File: src/rtl/csa_stream_accumulator_pkg.sv
// Shared types and helpers for the carry-save stream accumulator.
package csa_stream_accumulator_pkg;

    typedef enum logic [1:0] {
        ACCUM   = 2'd0,
        RESOLVE = 2'd1,
        DONE    = 2'd2
    } state_t;

    // Widest operand/accumulator the extension helper can handle.
    localparam int EXT_MAX_W = 256;

    function automatic int calc_acc_w(input int width, input int guard);
        return width + guard;
    endfunction

    function automatic int calc_nchunk(input int acc_w, input int chunk);
        return acc_w / chunk;
    endfunction

    function automatic logic [EXT_MAX_W-1:0] extend_operand(
        input logic [EXT_MAX_W-1:0] data,
        input int                   width,
        input bit                   sign_en
    );
        logic [EXT_MAX_W-1:0] v;
        logic                 fill;
        fill = sign_en & data[width-1];
        for (int i = 0; i < EXT_MAX_W; i++) begin
            v[i] = (i < width) ? data[i] : fill;
        end
        return v;
    endfunction

endpackage

File: src/rtl/csa_stream_accumulator_csa_row.sv
// Bit-level full adder cell and the W-bit 3:2 compressor row built from it.
module fullAdder (
    input  logic i_a,
    input  logic i_b,
    input  logic i_c,
    output logic o_s,
    output logic o_co
);
    assign o_s  = i_a ^ i_b ^ i_c;
    assign o_co = (i_a & i_b) | (i_a & i_c) | (i_b & i_c);
endmodule

module csa_row #(
    parameter int W = 80
) (
    input  logic [W-1:0] i_a,
    input  logic [W-1:0] i_b,
    input  logic [W-1:0] i_c,
    output logic [W-1:0] o_sum,
    output logic [W-1:0] o_carry
);
    // Carry is returned unshifted; the caller aligns it one bit up.
    for (genvar g = 0; g < W; g++) begin : g_fa
        fullAdder u_fa (
            .i_a (i_a[g]),
            .i_b (i_b[g]),
            .i_c (i_c[g]),
            .o_s (o_sum[g]),
            .o_co(o_carry[g])
        );
    end
endmodule

File: src/rtl/csa_stream_accumulator.sv
// Streaming carry-save accumulator with chunked carry-propagate resolve.
// Optional abort input enabled by CSA_STREAM_ACCUMULATOR_ABORT_EN.
module csa_stream_accumulator
    import csa_stream_accumulator_pkg::*;
#(
    parameter int  WIDTH  = 64,
    parameter int  GUARD  = 16,
    parameter int  CHUNK  = 16,
    parameter int  SIGNED = 0,
    localparam int ACC_W  = calc_acc_w(WIDTH, GUARD)
) (
    input  logic             clk,
    input  logic             reset,
`ifdef CSA_STREAM_ACCUMULATOR_ABORT_EN
    input  logic             abort,
`endif
    input  logic             in_valid,
    output logic             in_ready,
    input  logic [WIDTH-1:0] in_data,
    input  logic             in_last,
    output logic             out_valid,
    input  logic             out_ready,
    output logic [ACC_W-1:0] out_sum,
    output logic             out_overflow
);
    localparam int            NCHUNK    = calc_nchunk(ACC_W, CHUNK);
    localparam int            KW        = $clog2(NCHUNK + 1);
    localparam int            CW        = GUARD + 2;
    localparam logic [CW-1:0] OVF_LIMIT = CW'(1) << GUARD;
    localparam logic [CW-1:0] CNT_MAX   = OVF_LIMIT + CW'(1);
    localparam logic [KW-1:0] K_FINAL   = KW'(NCHUNK);

    state_t           r_state;
    state_t           w_state_nxt;
    logic [ACC_W-1:0] r_s;
    logic [ACC_W-1:0] r_c;
    logic [ACC_W-1:0] r_res;
    logic [ACC_W-1:0] r_out_sum;
    logic [CW-1:0]    r_count;
    logic             r_carry;
    logic             r_out_ovf;
    logic [KW-1:0]    r_k;
    logic             w_abort;
    logic             w_accept;
    logic [ACC_W-1:0] w_x;
    logic [ACC_W-1:0] w_row_s;
    logic [ACC_W-1:0] w_row_c;
    logic [KW-1:0]    w_kidx;
    logic [CHUNK-1:0] w_s_chunk;
    logic [CHUNK-1:0] w_c_chunk;
    logic [CHUNK:0]   w_chunk_sum;

`ifdef CSA_STREAM_ACCUMULATOR_ABORT_EN
    assign w_abort = abort;
`else
    assign w_abort = 1'b0;
`endif

    assign w_x      = ACC_W'(extend_operand(EXT_MAX_W'(in_data), WIDTH, SIGNED != 0));
    assign w_accept = in_valid & in_ready;

    csa_row #(.W(ACC_W)) u_row (
        .i_a    (r_s),
        .i_b    (r_c),
        .i_c    (w_x),
        .o_sum  (w_row_s),
        .o_carry(w_row_c)
    );

    // Index is clamped so the finalize cycle (k == NCHUNK) never selects out of range.
    assign w_kidx      = (r_k < K_FINAL) ? r_k : KW'(0);
    assign w_s_chunk   = r_s[w_kidx*CHUNK +: CHUNK];
    assign w_c_chunk   = r_c[w_kidx*CHUNK +: CHUNK];
    assign w_chunk_sum = {1'b0, w_s_chunk} + {1'b0, w_c_chunk} + (CHUNK+1)'(r_carry);

    assign out_sum      = r_out_sum;
    assign out_overflow = r_out_ovf;

    // State register.
    always_ff @(posedge clk or posedge reset) begin
        if (reset) begin
            r_state <= ACCUM;
        end else begin
            r_state <= w_state_nxt;
        end
    end

    // Next-state and handshake outputs.
    always_comb begin
        w_state_nxt = r_state;
        in_ready    = 1'b0;
        out_valid   = 1'b0;
        case (r_state)
            ACCUM: begin
                in_ready = ~w_abort;
                if (~w_abort && in_valid && in_last) begin
                    w_state_nxt = RESOLVE;
                end else begin
                    w_state_nxt = ACCUM;
                end
            end
            RESOLVE: begin
                if (w_abort) begin
                    w_state_nxt = ACCUM;
                end else if (r_k == K_FINAL) begin
                    w_state_nxt = DONE;
                end else begin
                    w_state_nxt = RESOLVE;
                end
            end
            DONE: begin
                out_valid = 1'b1;
                if (out_ready) begin
                    w_state_nxt = ACCUM;
                end else begin
                    w_state_nxt = DONE;
                end
            end
            default: begin
                w_state_nxt = ACCUM;
            end
        endcase
    end

    // Accumulate, chunked resolve, and output capture; the extra finalize cycle
    // copies the result into dedicated output registers held through DONE.
    always_ff @(posedge clk or posedge reset) begin
        if (reset) begin
            r_s       <= '0;
            r_c       <= '0;
            r_count   <= '0;
            r_carry   <= 1'b0;
            r_k       <= '0;
            r_res     <= '0;
            r_out_sum <= '0;
            r_out_ovf <= 1'b0;
        end else begin
            case (r_state)
                ACCUM: begin
                    if (w_abort) begin
                        r_s     <= '0;
                        r_c     <= '0;
                        r_count <= '0;
                        r_carry <= 1'b0;
                        r_k     <= '0;
                    end else if (w_accept) begin
                        r_s     <= w_row_s;
                        r_c     <= w_row_c << 1'b1;
                        r_count <= (r_count == CNT_MAX) ? r_count : r_count + CW'(1);
                        if (in_last) begin
                            r_carry <= 1'b0;
                            r_k     <= '0;
                        end
                    end
                end
                RESOLVE: begin
                    if (w_abort) begin
                        r_s     <= '0;
                        r_c     <= '0;
                        r_count <= '0;
                        r_carry <= 1'b0;
                        r_k     <= '0;
                    end else if (r_k == K_FINAL) begin
                        r_out_sum <= r_res;
                        r_out_ovf <= (r_count > OVF_LIMIT);
                    end else begin
                        r_res[w_kidx*CHUNK +: CHUNK] <= w_chunk_sum[CHUNK-1:0];
                        r_carry <= w_chunk_sum[CHUNK];
                        r_k     <= r_k + KW'(1);
                    end
                end
                DONE: begin
                    if (out_ready) begin
                        r_s     <= '0;
                        r_c     <= '0;
                        r_count <= '0;
                    end
                end
                default: begin
                    r_s <= '0;
                end
            endcase
        end
    end

endmodule
File: config.mk
export PLATFORM = sky130hd
export DESIGN_NAME = csa_stream_accumulator
export DESIGN_NICKNAME = d
export VERILOG_FILES = /design/src/rtl/csa_stream_accumulator_pkg.sv /design/src/rtl/csa_stream_accumulator_csa_row.sv /design/src/rtl/csa_stream_accumulator.sv
export SDC_FILE = /design/constraint.sdc
export NUM_CORES = 1
export LEC_CHECK = 0
export CAP_MARGIN = 20
export CORE_MARGIN = 1
export CORE_UTILIZATION = 52
export DETAILED_ROUTE_END_ITERATION = 10
export GPL_TIMING_DRIVEN = 0
export HOLD_SLACK_MARGIN = 0.12
export PLACE_DENSITY = 0.76
export SLEW_MARGIN = 20
export SYNTH_ARGS = -nofsm -noshare
export SYNTH_HDL_FRONTEND = slang
export SYNTH_SLANG_ARGS = --single-unit
File: constraint.sdc
create_clock -name clk -period 10.95 [get_ports clk]
set_input_delay 1.095 -clock clk [delete_from_list [all_inputs] [get_ports clk]]
set_output_delay 1.095 -clock clk [all_outputs]
set_load 0.02 [all_outputs]
==> results of run 1 <==
-- final cells by class --
type | instances | area share (%)
Clock buffer | 55 | 5.330
Buffer | 90 | 2.057
Inverter | 18 | 0.3798
Multi-Input combinational cell | 908 | 37.71
Clock inverter | 9 | 0.3988
Sequential cell | 344 | 43.55
Timing Repair Buffer | 154 | 8.064
Tap cell | 396 | 2.507
-- worst min-delay path by stage --
stage	startpoint	end	cells after the start
floorplan	r_res[64]	r_res[64]	2
detailed placement	r_res[45]	r_res[45]	2
CTS	r_res[45]	r_res[45]	2
global placement	r_res[70]	r_res[70]	2
global route	r_res[45]	r_res[45]	2
finish	r_res[0]	r_res[0]	2
-- per-stage QoR --
| stage | hold slack [ps] | TNS, ps | cell area, sq um | std cells |
|---|---|---|---|---|
| finish | 476.5 | 0 | 19770 | 1974 |
| global route | 498.0 | 0 | 19770 | 1974 |
| CTS | 480.3 | 0 | 19770 | 1974 |
| detailed placement | 467.0 | 0 | 18630 | 1910 |
| global placement | 458.0 | -1250320 | 18540 | 1907 |
| floorplan | 439.3 | 0 | 16540 | 1360 |
-- routing by layer --
metal,routed length [microns],share of wire (%),up-vias
li1,-,-,5299
met3,2629,6.2,101
met1,18200,43,6046
met4,1815,4.3,2
met2,19840,47,486
met5,9,0.021,-
-- synthesized netlist by cell type (19+ instances only) --
master	instances	area share (%)
nand3_1	40	1.2
clkbuf_1	35	0.79
fa_1	65	7.9
o21ai_0	102	3.1
dfrtp_1	344	52
nor2_1	37	0.84
a22o_1	167	8.8
mux2_2	130	8.9
ha_1	38	2.9
buf_2	45	1.4
nand2_1	162	3.7
o31ai_1	19	0.86
-- registers in the layout (all words and copies together) (netlist names) --
| signal | cells |
|---|---|
| out_sum | 80 |
| r_res | 80 |
| r_s | 80 |
| r_c | 79 |
| r_count | 18 |
| r_k | 3 |
| r_state | 2 |
| out_overflow | 1 |
| r_carry | 1 |
-- logic make-up after synthesis --
family	count (synthesis)	synth area share (%)
AO/OA/AOI/OAI	348	15.60
XOR/XNOR	29	1.581
adder cells (fa/ha/maj)	103	10.74
buffers and inverters	108	2.867
flip-flops	344	52.05
multiplexers	134	9.094
AND/OR/NAND/NOR	294	8.058
-- critical path, stage by stage, from the launching register on --
cell and delay (ps):
dfrtp_1 450, buf_4 220, nor2b_1 170, inv_1 130, clkbuf_1 460, nand2_1 220, a311oi_1 300, a21oi_1 110
fa_1 460, fa_1 420, and2b_1 240, o211ai_2 110, a31o_2 290, a21oi_2 170, xor2_1 510, mux2_2 270
-- power breakdown --
part	internal, W	switching, W	total [W]
clock	0.000688	0.000499	0.00119
sequential	0.00173	0.000404	0.00213
combinational	0.00129	0.00197	0.00326
total	0.00370	0.00287	0.00657
==> impl_metrics.toml, run 1 <==
[status]
status = "finished clean"

[synth]
synth_nets = 1532
synth-edff-count = 0
synthFlopType = "dfrtp_1"
syn_inst = 1360
synth.distinct_cells = 68
netlist_area_sq_mm = 0.01654
synth_area_per_cell_sq_um = 12.16
async_flop_share_pct = 100.0
synth-seq-cells = 344
ys_warn_count = 0
yosysSeqAreaShare_pct = 52.05

[run]
cap_violations = 0

[finish]
multi_input_area_sq_mm = 0.007455
nNetsFinal = 1724
drive_above_1_share_pct = 16.03
layout.area.seq_sq_mm = 0.008608
fill_cells = 2375
diodes = 0
layout_common_cells = "344 x dfrtp_1, 167 x a22o_1, 162 x nand2_1"
final_common_cell = "dfrtp_1"
fin_util_pct = 63.95
area_growth_pct = 19.53

[worst_setup_path]
crit_start = "r_k[0]"
reg2reg_depth = 15
crit_end = "r_res[12]"
crit_fanout = 10
critical_path_required_ps = 11400
arrival_ps = 5070
path_class = "register to register"
worst-r2r-setup-slack_ps = 6330
r2r-start = "r_k[0]"
cp-end-kind = "register"
start_kind = "register"
r2r_end = "r_res[12]"

[clock_network]
tritoncts = "done"
clock_path_buffers = 3
clockRootBuffer = "clkbuf_16"
cts_hold_buffers = 0
cts_sinks = 344
numCtsBuffers = 36
cts-resized-gates = 0
path_clk_slew_ps = 60
cts_setup_buffers = 0
clk_latency_ps = 520
htreeDepth = 2

[route]
drt_iter0_drc = 1173
wl_per_cell_microns = 21.53
wl_microns = 42500
drc = 0
vias = 11934
ant_nets = 0
drtPass1Iterations = 5
vias_per_cell = 6.046

[timing]
grt_setup_unrepaired = "no"
final-hold-violation-count = 0
timing.final.ws_setup_ps = 6329
slew_viol_final = 0
slew_headroom_pct = 35.52
period_share_pct = 42.20
period_needed_ps = 4621
timing.fmax_ghz = 0.2164
tightest_slew_ps = 960.3
setup_viol = 0
clock_skew_ps = 14.55

[place]
dp_hpwl_microns = 31200
dp_slack_ps = 6392
portBuffers = 151
gp_congestion = 0.9023

[global_route]
grt_max_degree = 111
gr-usage-met2_pct = 42.36
grt_pass1_vias = 12105
busiest_layer = "met2"
use_met3_pct = 4.224
grt.total_usage_pct = 26.93
use_met1_pct = 37.59
grt_pass1_wl_microns = 68360
antenna_found_initial = 1
overflow = 0

[pwr]
power.density_mw_per_mm2 = 332.6
p_leak_nw = 9.237
ir_drop_uv = 178.0
finalPower_w = 0.006574

[floorplan]
ios = 152
dieArea_sq_mm = 0.03252
die_x_microns = 180.3
coreArea_sq_mm = 0.03091
die_h_microns = 180.3
row_count = 64
start_util_pct = 53.50

[min_path]
worstHoldPathType = "register to register"
Note: power is estimated with default switching activity, not from simulation.
==> inputs of run 2 (changes only) <==
- clock period: 10.95 -> 4.1 ns (I/O delays scaled with it)
==> run 2 against run 1 <==
Total power grew to 2.8 times the previous value. Non-clock buffer count grew 7. Die area is the same. Critical path type unchanged. Largest power group unchanged.
==> impl_metrics.toml, run 2 (same netlist as run 1, synthesis figures left out) <==
[floorplan]
ios = 152
coreArea_sq_mm = 0.03091
die_h_microns = 180.3
start_util_pct = 53.50
row_count = 64
dieArea_sq_mm = 0.03252
die_x_microns = 180.3

[timing]
tightest_slew_ps = 792.3
slew_headroom_pct = 46.80
final-hold-violation-count = 0
timing.fmax_ghz = 0.2544
grt_setup_unrepaired = "no"
setup_viol = 0
clock_skew_ps = 16.08
slew_viol_final = 0
period_share_pct = 95.89
timing.final.ws_setup_ps = 168.6
period_needed_ps = 3931

[clock_network]
clk_latency_ps = 530
path_clk_slew_ps = 60
clock_path_buffers = 3
htreeDepth = 2
numCtsBuffers = 37
clockRootBuffer = "clkbuf_16"
tritoncts = "done"
cts_sinks = 344

[worst_setup_path]
crit_buf_inv = 3
cp-end-kind = "register"
r2r_end = "r_res[42]"
path_class = "register to register"
crit_chain = "buf_8, nor2b_4, buf_6, buf_6, nand2_1, a311oi_1, a21oi_1, fa_2, fa_1, and2b_1, o211ai_2, a31o_2, o211ai_1, xor2_2, mux2_2"
arrival_ps = 4330
crit_fanout = 10
cpLargestDelayFamily = "compound AO/OA/AOI/OAI gates"
cpMostUsedCell = "buf_6"
start_kind = "register"
critical_path_required_ps = 4500
cp_slowest_cell = "dfrtp_2"
r2r-start = "r_k[0]"
worst-r2r-setup-slack_ps = 170
reg2reg_depth = 15
cpPeakStageDelay_ps = 420

[global_route]
grt_pass1_wl_microns = 69110
overflow = 0
antenna_found_initial = 0
grt_pass1_vias = 12190
grt.total_usage_pct = 27.22
grt_max_degree = 37

[pwr]
p_leak_nw = 9.426
clockPowerShare_pct = 18.7
swShare_pct = 43.31
p_sw_w = 0.007840
power.internal_w = 0.01026
seqPwrFrac_pct = 31.5
power.density_mw_per_mm2 = 897.6
ir_drop_uv = 466.6
p_comb_share_pct = 49.8

[route]
ant_nets = 0
m1WireLength_microns = 18330
drtPass1Iterations = 5
met3WireLength_microns = 2447
wl_microns = 42710
wl_per_cell_microns = 21.55
drc = 0
highest_layer = "met4"
vias = 11958
vias_per_cell = 6.033
drt_iter0_drc = 858
wl_met2_microns = 20060

[min_path]
worstHoldPathType = "primary input to asynchronous set/reset pin"

[place]
gp_congestion = 0.8902
dp_hpwl_microns = 31710
portBuffers = 151
placed_area_sq_mm = 0.01878
dp_slack_ps = -454.1

[finish]
nNetsFinal = 1732
diodes = 0
area_growth_pct = 21.93
drive_above_1_share_pct = 18.54
layout_common_cells = "343 x dfrtp_1, 167 x a22o_1, 162 x nand2_1"
final_common_cell = "dfrtp_1"
final_area_sq_mm = 0.02016
fill_cells = 2295

[run]
cap_violations = 0

[status]
status = "finished clean"
## run 2: cell types whose count changed in the layout (fill, tap and decap cells not counted), sizes merged
cell	change
clkbuf	-4
bufinv	+1
buf	+11
clkinv	-1
inv	+1
## run 2: repair_timing
| action | CTS | global route |
|---|---|---|
| buffers inserted | 0 | 1 |
| hold buffers | 0 | 0 |
| gates resized for setup | 25 | 23 |
| pin swaps | 0 | 2 |
| endpoints found under the setup margin | 54 | 44 |
## run 2: per-layer routing
layer  track usage (%)  vias to the layer above
met5                 0                        -
met3             4.022                      100
li1                  -                     5303
met2             42.99                      462
met1             37.86                     6093
met4             11.56                        0
## run 2: how the worst max path moves through the flow
| stage | cells after the start | startpoint | endpoint |
|---|---|---|---|
| 2_1_floorplan | 1 | reset | out_overflow |
| 3_3_place_gp | 2 | reset | r_c[40] |
| 3_5_place_dp | 15 | r_k[0] | r_res[44] |
| 4_1_cts | 15 | r_k[0] | r_res[42] |
| 5_1_grt | 15 | r_k[0] | r_res[47] |
| 6_report | 15 | r_k[0] | r_res[42] |
## run 2: per-stage QoR
step / setup TNS, ps / hold WS [ps] / utilization, % / total power (W) / instances
after floorplan: -313900 / 439.3 / - / 0.01108 / 1360
after global placement: -1091680 / 458.3 / 60.01 / 0.01398 / 1907
after detailed placement: -12580 / 461.8 / 60.77 / 0.01433 / 1918
after CTS: 0 / 228.5 / 65.09 / 0.01804 / 1981
after global routing: 0 / 255.7 / 65.24 / 0.01921 / 1982
final: 0 / 228.5 / 65.24 / 0.01810 / 1982
## run 2: power groups by stage
stage / Clock, W / Combinational (W) / Sequential [W]
final: 0.00339 / 0.00902 / 0.00569
after global routing: 0.00355 / 0.00982 / 0.00584
after detailed placement: 0 / 0.00861 / 0.00571
after floorplan: 0 / 0.00542 / 0.00566
after global placement: 0 / 0.00832 / 0.00566
after CTS: 0.00342 / 0.00894 / 0.00567
## run 2: area by class of cell
| type | instances | area, sq um | area share, % |
|---|---|---|---|
| Multi-Input combinational cell | 908 | 7555 | 37.47 |
| Clock inverter | 10 | 113.9 | 0.5647 |
| Sequential cell | 344 | 8610 | 42.70 |
| Timing Repair Buffer | 163 | 1754 | 8.699 |
| Tap cell | 396 | 495.5 | 2.457 |
| Inverter | 18 | 71.32 | 0.3537 |
| Clock buffer | 55 | 1126 | 5.585 |
| Buffer | 88 | 439.2 | 2.178 |
==> inputs of run 3 (changes only) <==
- CELL_PAD_IN_SITES_DETAIL_PLACEMENT: not set -> 0
- CELL_PAD_IN_SITES_GLOBAL_PLACEMENT: not set -> 2
- CORE_UTILIZATION: 52 -> 36
- GPL_TIMING_DRIVEN: 0 -> not set
- PLACE_DENSITY: 0.76 -> not set
- PLACE_DENSITY_LB_ADDON: not set -> 0.1
- SKIP_CTS_REPAIR_TIMING: not set -> 1
==> run 3 against run 2 <==
Critical endpoint unchanged. Combinational power shrank 3.2%. Clock skew grew 14 ps. Clock power grew 4%. Wire length grew 5.1%. Die area grew 44%. Setup slack gained 100 ps. Critical path depth shrank 2. Total power shrank 0.70%. Cell count grew 7.3%. Non-clock buffer count shrank 67.
==> impl_metrics.toml, run 3 (same netlist as run 1, synthesis figures left out) <==
[pwr]
ir_drop_uv = 394.5
power.density_mw_per_mm2 = 894.8
p_leak_nw = 9.253

[floorplan]
ios = 152
row_count = 78
coreArea_sq_mm = 0.04538
die_x_microns = 216.3
die_h_microns = 216.3
dieArea_sq_mm = 0.04680
start_util_pct = 36.44

[global_route]
grt_max_degree = 160
grt_pass1_vias = 11405
grt.total_usage_pct = 19.79
overflow = 0
antenna_found_initial = 0
grt_pass1_wl_microns = 70900

[route]
vias_per_cell = 5.265
ant_nets = 0
vias = 11194
wl_microns = 44890
wl_per_cell_microns = 21.11
drtPass1Iterations = 5
drt_iter0_drc = 787
drc = 0

[worst_setup_path]
cpPeakStageDelay_ps = 500
cpMostUsedCell = "fa_1"
cp-end-kind = "register"
reg2reg_depth = 13
path_class = "register to register"
crit_chain = "buf_4, nor2_1, and2_2, a311oi_1, a21oi_1, fa_1, fa_1, and2b_1, o211ai_2, a31o_2, o211ai_1, xor2_1, mux2_2"
start_kind = "register"
worst-r2r-setup-slack_ps = 270
critical_path_required_ps = 4580
cp_slowest_cell = "xor2_1"
crit_fanout = 9
arrival_ps = 4310

[timing]
slew_headroom_pct = 38.86
grt_setup_unrepaired = "no"
setup_viol = 0
period_share_pct = 93.35
clock_skew_ps = 30.23
period_needed_ps = 3827
timing.fmax_ghz = 0.2613
slew_viol_final = 0
tightest_slew_ps = 915.2
final-hold-violation-count = 0

[finish]
final_common_cell = "dfrtp_1"
fin_util_pct = 44.26
fill_cells = 4314
nNetsFinal = 1668
drive_above_1_share_pct = 16.38
area_growth_pct = 21.46
layout_common_cells = "344 x dfrtp_1, 167 x a22o_1, 162 x nand2_1"
fin_cells = 2126
diodes = 0

[min_path]
worstHoldPathType = "primary input to asynchronous set/reset pin"

[place]
portBuffers = 151
place_inst = 2054
gp_congestion = 0.8219
dp_hpwl_microns = 31300

[clock_network]
numCtsBuffers = 40
clock_path_buffers = 3
cts_sinks = 344
path_clk_slew_ps = 60
clockRootBuffer = "clkbuf_16"
htreeDepth = 2
tritoncts = "done"
clk_latency_ps = 560

[status]
status = "finished clean"

[run]
cap_violations = 0
[run 3: final cells by class]
class | instances | area, sq um | share of cell area, %
clock inverters | 9 | 83.83 | 0.4173
inverters | 18 | 71.32 | 0.3551
clock buffers | 63 | 1209 | 6.017
multi-input cells | 908 | 7492 | 37.30
well taps | 600 | 750.7 | 3.737
repair buffers | 184 | 1872 | 9.319
flip-flops and latches | 344 | 8608 | 42.86
[run 3: critical path, delay by kind of cell (launching register included)]
kind	cells	cell delay [ps]
adder cells (fa/ha/maj)	2	850
multiplexers	1	250
flip-flops	1	420
XOR/XNOR	1	500
AO/OA/AOI/OAI	5	970
AND/OR/NAND/NOR	3	580
buffers and inverters	1	170
[run 3: path summary, 6_finish.rpt]
| kind | end | startpoint |
|---|---|---|
| worst max-delay path | r_res[42] | r_k[0] |
| worst min-delay path | r_res[48] | reset |
| worst max register to register | r_res[42] | r_k[0] |
| worst min register to register | r_res[65] | r_res[65] |
| max in group asynchronous | r_res[45] | reset |
| min in group clk | r_res[65] | r_res[65] |
[run 3: through the flow]
| stage | setup slack (ps) | power (W) | area, sq um | setup TNS (ps) | hold slack [ps] |
|---|---|---|---|---|---|
| 6_report | 272.8 | 0.01797 | 20090 | 0 | 384.0 |
| 2_1_floorplan | -912.5 | 0.01108 | 16540 | -313900 | 439.3 |
| 3_3_place_gp | 111.6 | 0.01453 | 18790 | 0 | 452.3 |
| 5_1_grt | 2.673 | 0.01937 | 20090 | 0 | 424.8 |
| 3_5_place_dp | 94.16 | 0.01462 | 18790 | 0 | 456.8 |
| 4_1_cts | 51.61 | 0.01825 | 20080 | 0 | 382.2 |
[run 3: power breakdown]
| part | total, W | switching [W] | internal [W] |
|---|---|---|---|
| clock network | 0.00353 | 0.00144 | 0.00209 |
| logic | 0.00873 | 0.00516 | 0.00357 |
| registers | 0.00571 | 0.00110 | 0.00461 |
| total | 0.0180 | 0.00770 | 0.0103 |
[run 3: layer usage]
layer / share of wire, % / GRT usage, % / vias to the layer above
li1: - / - / 5205
met1: 48 / 28.85 / 5710
met2: 47 / 30.67 / 223
met3: 3.6 / 3.004 / 56
met4: 2.0 / 5.235 / 0
met5: 0 / 0 / -
